[src/rtl/cpu_fetch_pkg.sv]
// Shared types and defaults for the instruction fetch responder.
// Holds the FSM state encoding and the timeout counter width helper.
package cpu_fetch_pkg;

    typedef enum logic [1:0] {
        IDLE = 2'd0,
        REQ  = 2'd1,
        HOLD = 2'd2,
        ERR  = 2'd3
    } state_t;

    localparam int ADDR_W_DEF  = 8;
    localparam int INSTR_W_DEF = 16;
    localparam int TIMEOUT_DEF = 16;

    function automatic int to_cnt_w(input int timeout);
        return $clog2(timeout + 1);
    endfunction

    localparam int TO_CNT_W = to_cnt_w(TIMEOUT_DEF);

endpackage

[src/rtl/fetch_timeout_cnt.sv]
// Watchdog for an outstanding memory read: counts cycles while en, restarts on clr.
// Latency: expired is combinational from the count; no backpressure of its own.
module fetch_timeout_cnt
    import cpu_fetch_pkg::*;
#(
    parameter int TIMEOUT = TIMEOUT_DEF
) (
    input  logic clk,
    input  logic reset,
    input  logic clr,
    input  logic en,
    output logic expired
);

    localparam int CW = to_cnt_w(TIMEOUT);

    logic [CW-1:0] cnt;

    // The count equals the number of already-elapsed cycles, so the last
    // allowed cycle is TIMEOUT-1 and the FSM leaves on that edge.
    assign expired = (cnt == CW'(TIMEOUT - 1));

    always_ff @(posedge clk or negedge reset) begin
        if (!reset) begin
            cnt <= '0;
        end else if (clr) begin
            cnt <= '0;
        end else if (en && !expired) begin
            cnt <= cnt + CW'(1);
        end
    end

endmodule

[src/rtl/instr_fetch_resp.sv]
// Fetch responder: instr_query -> memory read at pc -> one-cycle run pulse; FETCH_TIMEOUT_EN adds a watchdog/ERR state.
// Latency: run 2 cycles after query plus one per mem_ack wait cycle; mem_req is held until mem_ack.
module instr_fetch_resp
    import cpu_fetch_pkg::*;
#(
    parameter int ADDR_W  = ADDR_W_DEF,
    parameter int INSTR_W = INSTR_W_DEF,
    parameter int TIMEOUT = TIMEOUT_DEF
) (
    input  logic               clk,
    input  logic               reset,
    input  logic               instr_query,
    output logic               run,
    output logic [INSTR_W-1:0] instr,
    output logic [ADDR_W-1:0]  pc,
    input  logic               pc_load,
    input  logic [ADDR_W-1:0]  pc_load_val,
    output logic               mem_req,
    output logic [ADDR_W-1:0]  mem_addr,
    input  logic [INSTR_W-1:0] mem_rdata,
    input  logic               mem_ack,
    input  logic               clear_err,
    output logic               fetch_err
);

    state_t state;
    logic   ack_taken;

    assign ack_taken = (state == REQ) && mem_ack;

`ifdef FETCH_TIMEOUT_EN
    logic to_expired;

    fetch_timeout_cnt #(
        .TIMEOUT (TIMEOUT)
    ) u_timeout (
        .clk     (clk),
        .reset   (reset),
        .clr     (state != REQ),
        .en      (state == REQ),
        .expired (to_expired)
    );
`else
    logic unused_clear_err;
    assign unused_clear_err = clear_err;
    assign fetch_err        = 1'b0;
`endif

    always_ff @(posedge clk or negedge reset) begin
        if (!reset) begin
            state    <= IDLE;
            run      <= 1'b0;
            mem_req  <= 1'b0;
            mem_addr <= '0;
            instr    <= '0;
`ifdef FETCH_TIMEOUT_EN
            fetch_err <= 1'b0;
`endif
        end else begin
            case (state)
                IDLE: begin
                    run <= 1'b0;
                    if (instr_query) begin
                        state    <= REQ;
                        mem_addr <= pc;
                        mem_req  <= 1'b1;
                    end
                end
                // No cancel path: a dropped query still completes the read.
                REQ: begin
                    if (mem_ack) begin
                        instr   <= mem_rdata;
                        mem_req <= 1'b0;
                        run     <= 1'b1;
                        state   <= HOLD;
`ifdef FETCH_TIMEOUT_EN
                    end else if (to_expired) begin
                        mem_req   <= 1'b0;
                        fetch_err <= 1'b1;
                        state     <= ERR;
`endif
                    end
                end
                HOLD: begin
                    run   <= 1'b0;
                    state <= IDLE;
                end
                ERR: begin
`ifdef FETCH_TIMEOUT_EN
                    if (clear_err) begin
                        fetch_err <= 1'b0;
                        state     <= IDLE;
                    end
`else
                    state <= IDLE;
`endif
                end
                default: begin
                    run     <= 1'b0;
                    mem_req <= 1'b0;
                    state   <= IDLE;
                end
            endcase
        end
    end

    // A branch target loaded on the ack edge wins over the sequential increment.
    always_ff @(posedge clk or negedge reset) begin
        if (!reset) begin
            pc <= '0;
        end else if (pc_load) begin
            pc <= pc_load_val;
        end else if (ack_taken) begin
            pc <= pc + ADDR_W'(1);
        end
    end

endmodule

[config.mk]
export PLATFORM = sky130hd
export DESIGN_NAME = instr_fetch_resp
export DESIGN_NICKNAME = d
export VERILOG_FILES = /design/src/rtl/cpu_fetch_pkg.sv /design/src/rtl/fetch_timeout_cnt.sv /design/src/rtl/instr_fetch_resp.sv
export SDC_FILE = /design/constraint.sdc
export NUM_CORES = 1
export LEC_CHECK = 0
export CORE_ASPECT_RATIO = 0.6
export CORE_MARGIN = 2
export CORE_UTILIZATION = 45
export CTS_CLUSTER_DIAMETER = 150
export DETAILED_ROUTE_END_ITERATION = 8
export PLACE_DENSITY = 0.84
export SETUP_SLACK_MARGIN = 0.15
export SLEW_MARGIN = 20
export SYNTH_ARGS = -nofsm -noshare
export SYNTH_HDL_FRONTEND = slang
export SYNTH_HIERARCHICAL = 1
export SYNTH_SLANG_ARGS = --single-unit
[constraint.sdc]
create_clock -name clk -period 2.8 [get_ports clk]
set_input_delay 0.56 -clock clk [delete_from_list [all_inputs] [get_ports clk]]
set_output_delay 0.56 -clock clk [all_outputs]
set_load 0.01 [all_outputs]
; ---- Word level (Yosys, flattened, before mapping)
; Index checks and enable logic that the tools add are counted.
[totals]
reg_bits = 36
output_inout_bits = 35
[classes]
n_reduce_logical = 12
n_addsub = 1
mux = 10
n_eq_ne = 5
[op_table]
columns = cell, n
row1 = 8-bit 2-to-1 mux, 2
row2 = "8-bit by 1-bit adder with 8-bit output, second input constant", 1
row3 = 2-bit AND reduction, 4
row4 = 2-bit case mux with 3 select lines, 1
row5 = 2-bit nonzero test, 3
row6 = "2-bit equality test, second input constant", 2
row7 = 2-bit 2-to-1 mux, 2
row8 = "2-bit inequality test, second input constant", 2
row9 = 1-bit case mux with 2 select lines, 2
row10 = 2-bit OR reduction, 2
row11 = 1-bit 2-to-1 mux, 3
row12 = 3-bit AND reduction, 1
row13 = "2-bit by 1-bit equality test with 1-bit output, second input constant", 1
row14 = 2-bit logical NOT, 1
row15 = 1-bit logical AND, 1

; ---- Logic depth before layout (Yosys ltp)
[depth]
depth_word = 4
ltp_mapped = 5
ltp_nobuf = 4

; ---- Worst setup path before layout
; No wires, ideal clock.
[synth_path]
path_kind = input to register
startpoint = in instr_query
endpoint = reg mem_addr[0]
path_stages = 2
arrival_time_ps = 1371
setup_time_ps = 125
path_slack_ps = 1304
path_buffers = 0
required_ps = 2675
cell_sequence = nor3b_2 > mux2_2
[synth_between]
elab_chain_cells = 1
[synth_rtl]
columns = element, line_no
row1 = start: declaration, instr_fetch_resp.sv:12  ; input logic instr_query,
row2 = 2-bit AND reduction (no source line), --
row3 = end signal: assignment, instr_fetch_resp.sv:65  ; mem_addr <= pc;
row4 = end: declaration, instr_fetch_resp.sv:19  ; output logic [ADDR_W-1:0] mem_addr,
; Every way passes these cells.
; A chain may end at the register's enable or synchronous reset.

; ---- Worst setup path in the final report
[layout_path]
startpoint = in mem_ack
endpoint = reg pc[6]
[layout_between]
elab_chain_cells = 2
[layout_rtl]
columns = element, line_no
row1 = start: declaration, instr_fetch_resp.sv:21  ; input logic mem_ack,
row2 = 1-bit logical AND, instr_fetch_resp.sv:29  ; assign ack_taken = (state == REQ) && mem_ack;
row3 = 2-bit nonzero test (no source line), --
row4 = end signal: assignment, instr_fetch_resp.sv:112  ; pc <= pc_load_val;
row5 = end signal: assignment, instr_fetch_resp.sv:114  ; pc <= pc + ADDR_W'(1);
row6 = end: declaration, instr_fetch_resp.sv:15  ; output logic [ADDR_W-1:0] pc,
; Every way passes these cells.

==> impl_metrics.json <==
{
  "grt_pass1_vias": 1186,
  "row_count": 16,
  "cap_violations": 0,
  "period_minus_slack_ns": 1.96,
  "fillCellCount": 253,
  "grt_usage_pct": 20.1,
  "via_per_inst": 5.28,
  "slew_headroom_pct": 47.5,
  "hold-worst-slack_ns": 0.351,
  "ys_seq_area_share_pct": 59.3,
  "power_density_nw_per_um2": 747,
  "dieArea_um2": 3870,
  "hold_class": "in -> async",
  "drtIter0Drc": 56,
  "critPathMaxFanout": 9,
  "gp_congestion": 0.895,
  "ys_warn_count": 6,
  "numCtsBuffers": 5,
  "final_util_pct": 69.4,
  "cpPeakStageDelay_ns": 0.60,
  "htree_levels": 2,
  "status": "complete, no violations",
  "fp.dieW_um": 79.0,
  "area.sequential_um2": 901,
  "ant_nets": 0,
  "vias": 1187,
  "post_cts_resized": 0,
  "io_pins": 65,
  "setup_tns_ns": 0,
  "hold_viol": 0,
  "wl_um": 3590,
  "grt_overflow": 0,
  "leakage_nw": 0.953,
  "async_flop_share_pct": 100,
  "hold_buffers": 0,
  "setup_viol": 0,
  "placeableCoreArea_um2": 3240,
  "path_clk_slew_ns": 0.07,
  "endpoint_kind": "flop",
  "syn-cell-area_um2": 1520,
  "synthCells": 114,
  "rsz0062_at_grt": "false",
  "ys_seq_elements": 36,
  "grt_pass1_wl_um": 5910,
  "crit_chain": "clkdlybuf4s50_1, nand3b_2, or4_1, a31oi_1",
  "critical_path_class": "in -> reg",
  "port_buffers": 62,
  "insertion_delay_ns": 0.28,
  "firstDrtPassIters": 4,
  "crit_required_ns": 3.00,
  "peakVddDrop_uv": 467,
  "multi_input_area_um2": 574,
  "setup_slack_ns": 0.845,
  "critical_path_arrival_ns": 2.16,
  "synth-edff-count": 0,
  "syn-num-nets": 145,
  "dieHeight_um": 49.0,
  "tightest_slew_ns": 0.788,
  "dp_slack_ns": 0.548,
  "clock_sinks": 36,
  "syn_to_final_growth_pct": 48.2,
  "crit_path_start_kind": "primary input",
  "cts_buffer_depth": 2,
  "finalNonFillerCells": 225,
  "skew_ns": 0.00699,
  "synth_cell_types": 25,
  "drive_above_1_share_pct": 20.0,
  "design_area_um2": 2250,
  "cts_tree": "built",
  "dp_hpwl_um": 2770,
  "diodes": 0,
  "maxSlewViolCount": 0,
  "synth-main-ff-cell": "dfrtp_1",
  "drcViolationCount": 0,
  "syn-mean-instance-area_um2": 13.3,
  "layout.nets": 211,
  "cts-root-buf": "clkbuf_8",
  "postCtsSetupBuffers": 0,
  "crit_slowest_cell": "clkdlybuf4s50_1",
  "start_util_pct": 46.8,
  "max_freq_mhz": 512,
  "wire_per_inst_um": 16.0,
  "grt_max_degree": 37,
  "fin_crit_sh_pct": 69.8,
  "antenna_found_initial": 0,
  "placed_cells": 218,
  "place_area_um2": 2170,
  "p_total_mw": 1.68
}
-- cells by family (layout without fill, tap and decap cells) --
family / after synthesis / after routing / share of synthesized area (%)
compound gates: 12 / 12 / 5.19
other cells: 1 / 1 / 0.247
flops: 36 / 36 / 59.3
simple gates: 28 / 28 / 11.3
mux: 26 / 26 / 19.1
buf+inv: 8 / 74 / 2.88
xor+xnor: 2 / 2 / 1.15
fa+ha+maj: 1 / 1 / 0.824
-- sequential cells by signal, indices dropped and copies added (netlist names) --
register / flops
instr: 16
mem_addr: 8
mem_req: 1
pc: 8
run: 1
state: 2
-- cell type report --
cell class | instances | area share [%]
clock buffer | 6 | 3.22
clock inverter | 1 | 0.222
inverter | 3 | 0.500
multi-input combinational | 70 | 25.5
sequential | 36 | 40.0
tap | 45 | 2.50
timing repair buffer | 64 | 28.0
-- path summary, 6_finish.rpt --
path,startpoint,endpoint,slack (ns),depth (start not counted)
max in group asynchronous,reset,instr[2]$_DFFE_PN0P_,1.94,1
setup reg to reg,state[0]$_DFFE_PN0P_,mem_addr[3]$_DFFE_PN0P_,1.14,3
setup / recovery,mem_ack,pc[6]$_DFFE_PN0P_,0.84,4
hold / removal,reset,mem_addr[3]$_DFFE_PN0P_,0.35,1
min in group clk,run$_DFFE_PN0P_,run$_DFFE_PN0P_,0.49,2
hold reg to reg,run$_DFFE_PN0P_,run$_DFFE_PN0P_,0.49,2
-- layout by cell type, fill, tap and decap left out, types with 2 or more instances in the layout --
cell type and n:
o211ai_1 2, nand3_1 3, or4_1 5, o21ai_0 3, nor2_1 4, a31oi_1 3
mux2i_1 2, nand2_1 11, dfrtp_1 36, clkbuf_8 5, clkdlybuf4s50_1 61, mux2_2 24
xor2_1 2, inv_1 3, buf_4 2, o31ai_1 3
-- report_power, final --
part           internal [mW]  total, mW  switching [mW]
Combinational          0.380      0.592           0.212
Clock                  0.169      0.339           0.170
Sequential             0.659      0.751          0.0918
Total                   1.21       1.68           0.473
-- layer usage --
| metal | share of wire, % | GRT usage (%) | up-vias |
|---|---|---|---|
| met3 | 9.1 | 7.22 | 12 |
| li1 | - | - | 540 |
| met2 | 48 | 32.9 | 59 |
| met1 | 41 | 24.7 | 576 |
| met4 | 2.4 | 7.47 | 0 |
| met5 | 0 | 0 | - |
-- cells in the mapped netlist (3+ instances only) --
cell type	n	area (um2)
dfrtp_1	36	901
mux2_2	24	270
nand2_1	11	41.3
or4_1	5	37.5
nor2_1	4	15.0
a31oi_1	3	18.8
inv_1	3	11.3
nand3_1	3	15.0
o21ai_0	3	15.0
o31ai_1	3	22.5
-- critical path: cells and delay by family --
family | cells | cell delay (ns)
simple gates | 2 | 0.80
buf+inv | 1 | 0.60
compound gates | 1 | 0.19
(Power assumes the default switching activity.)
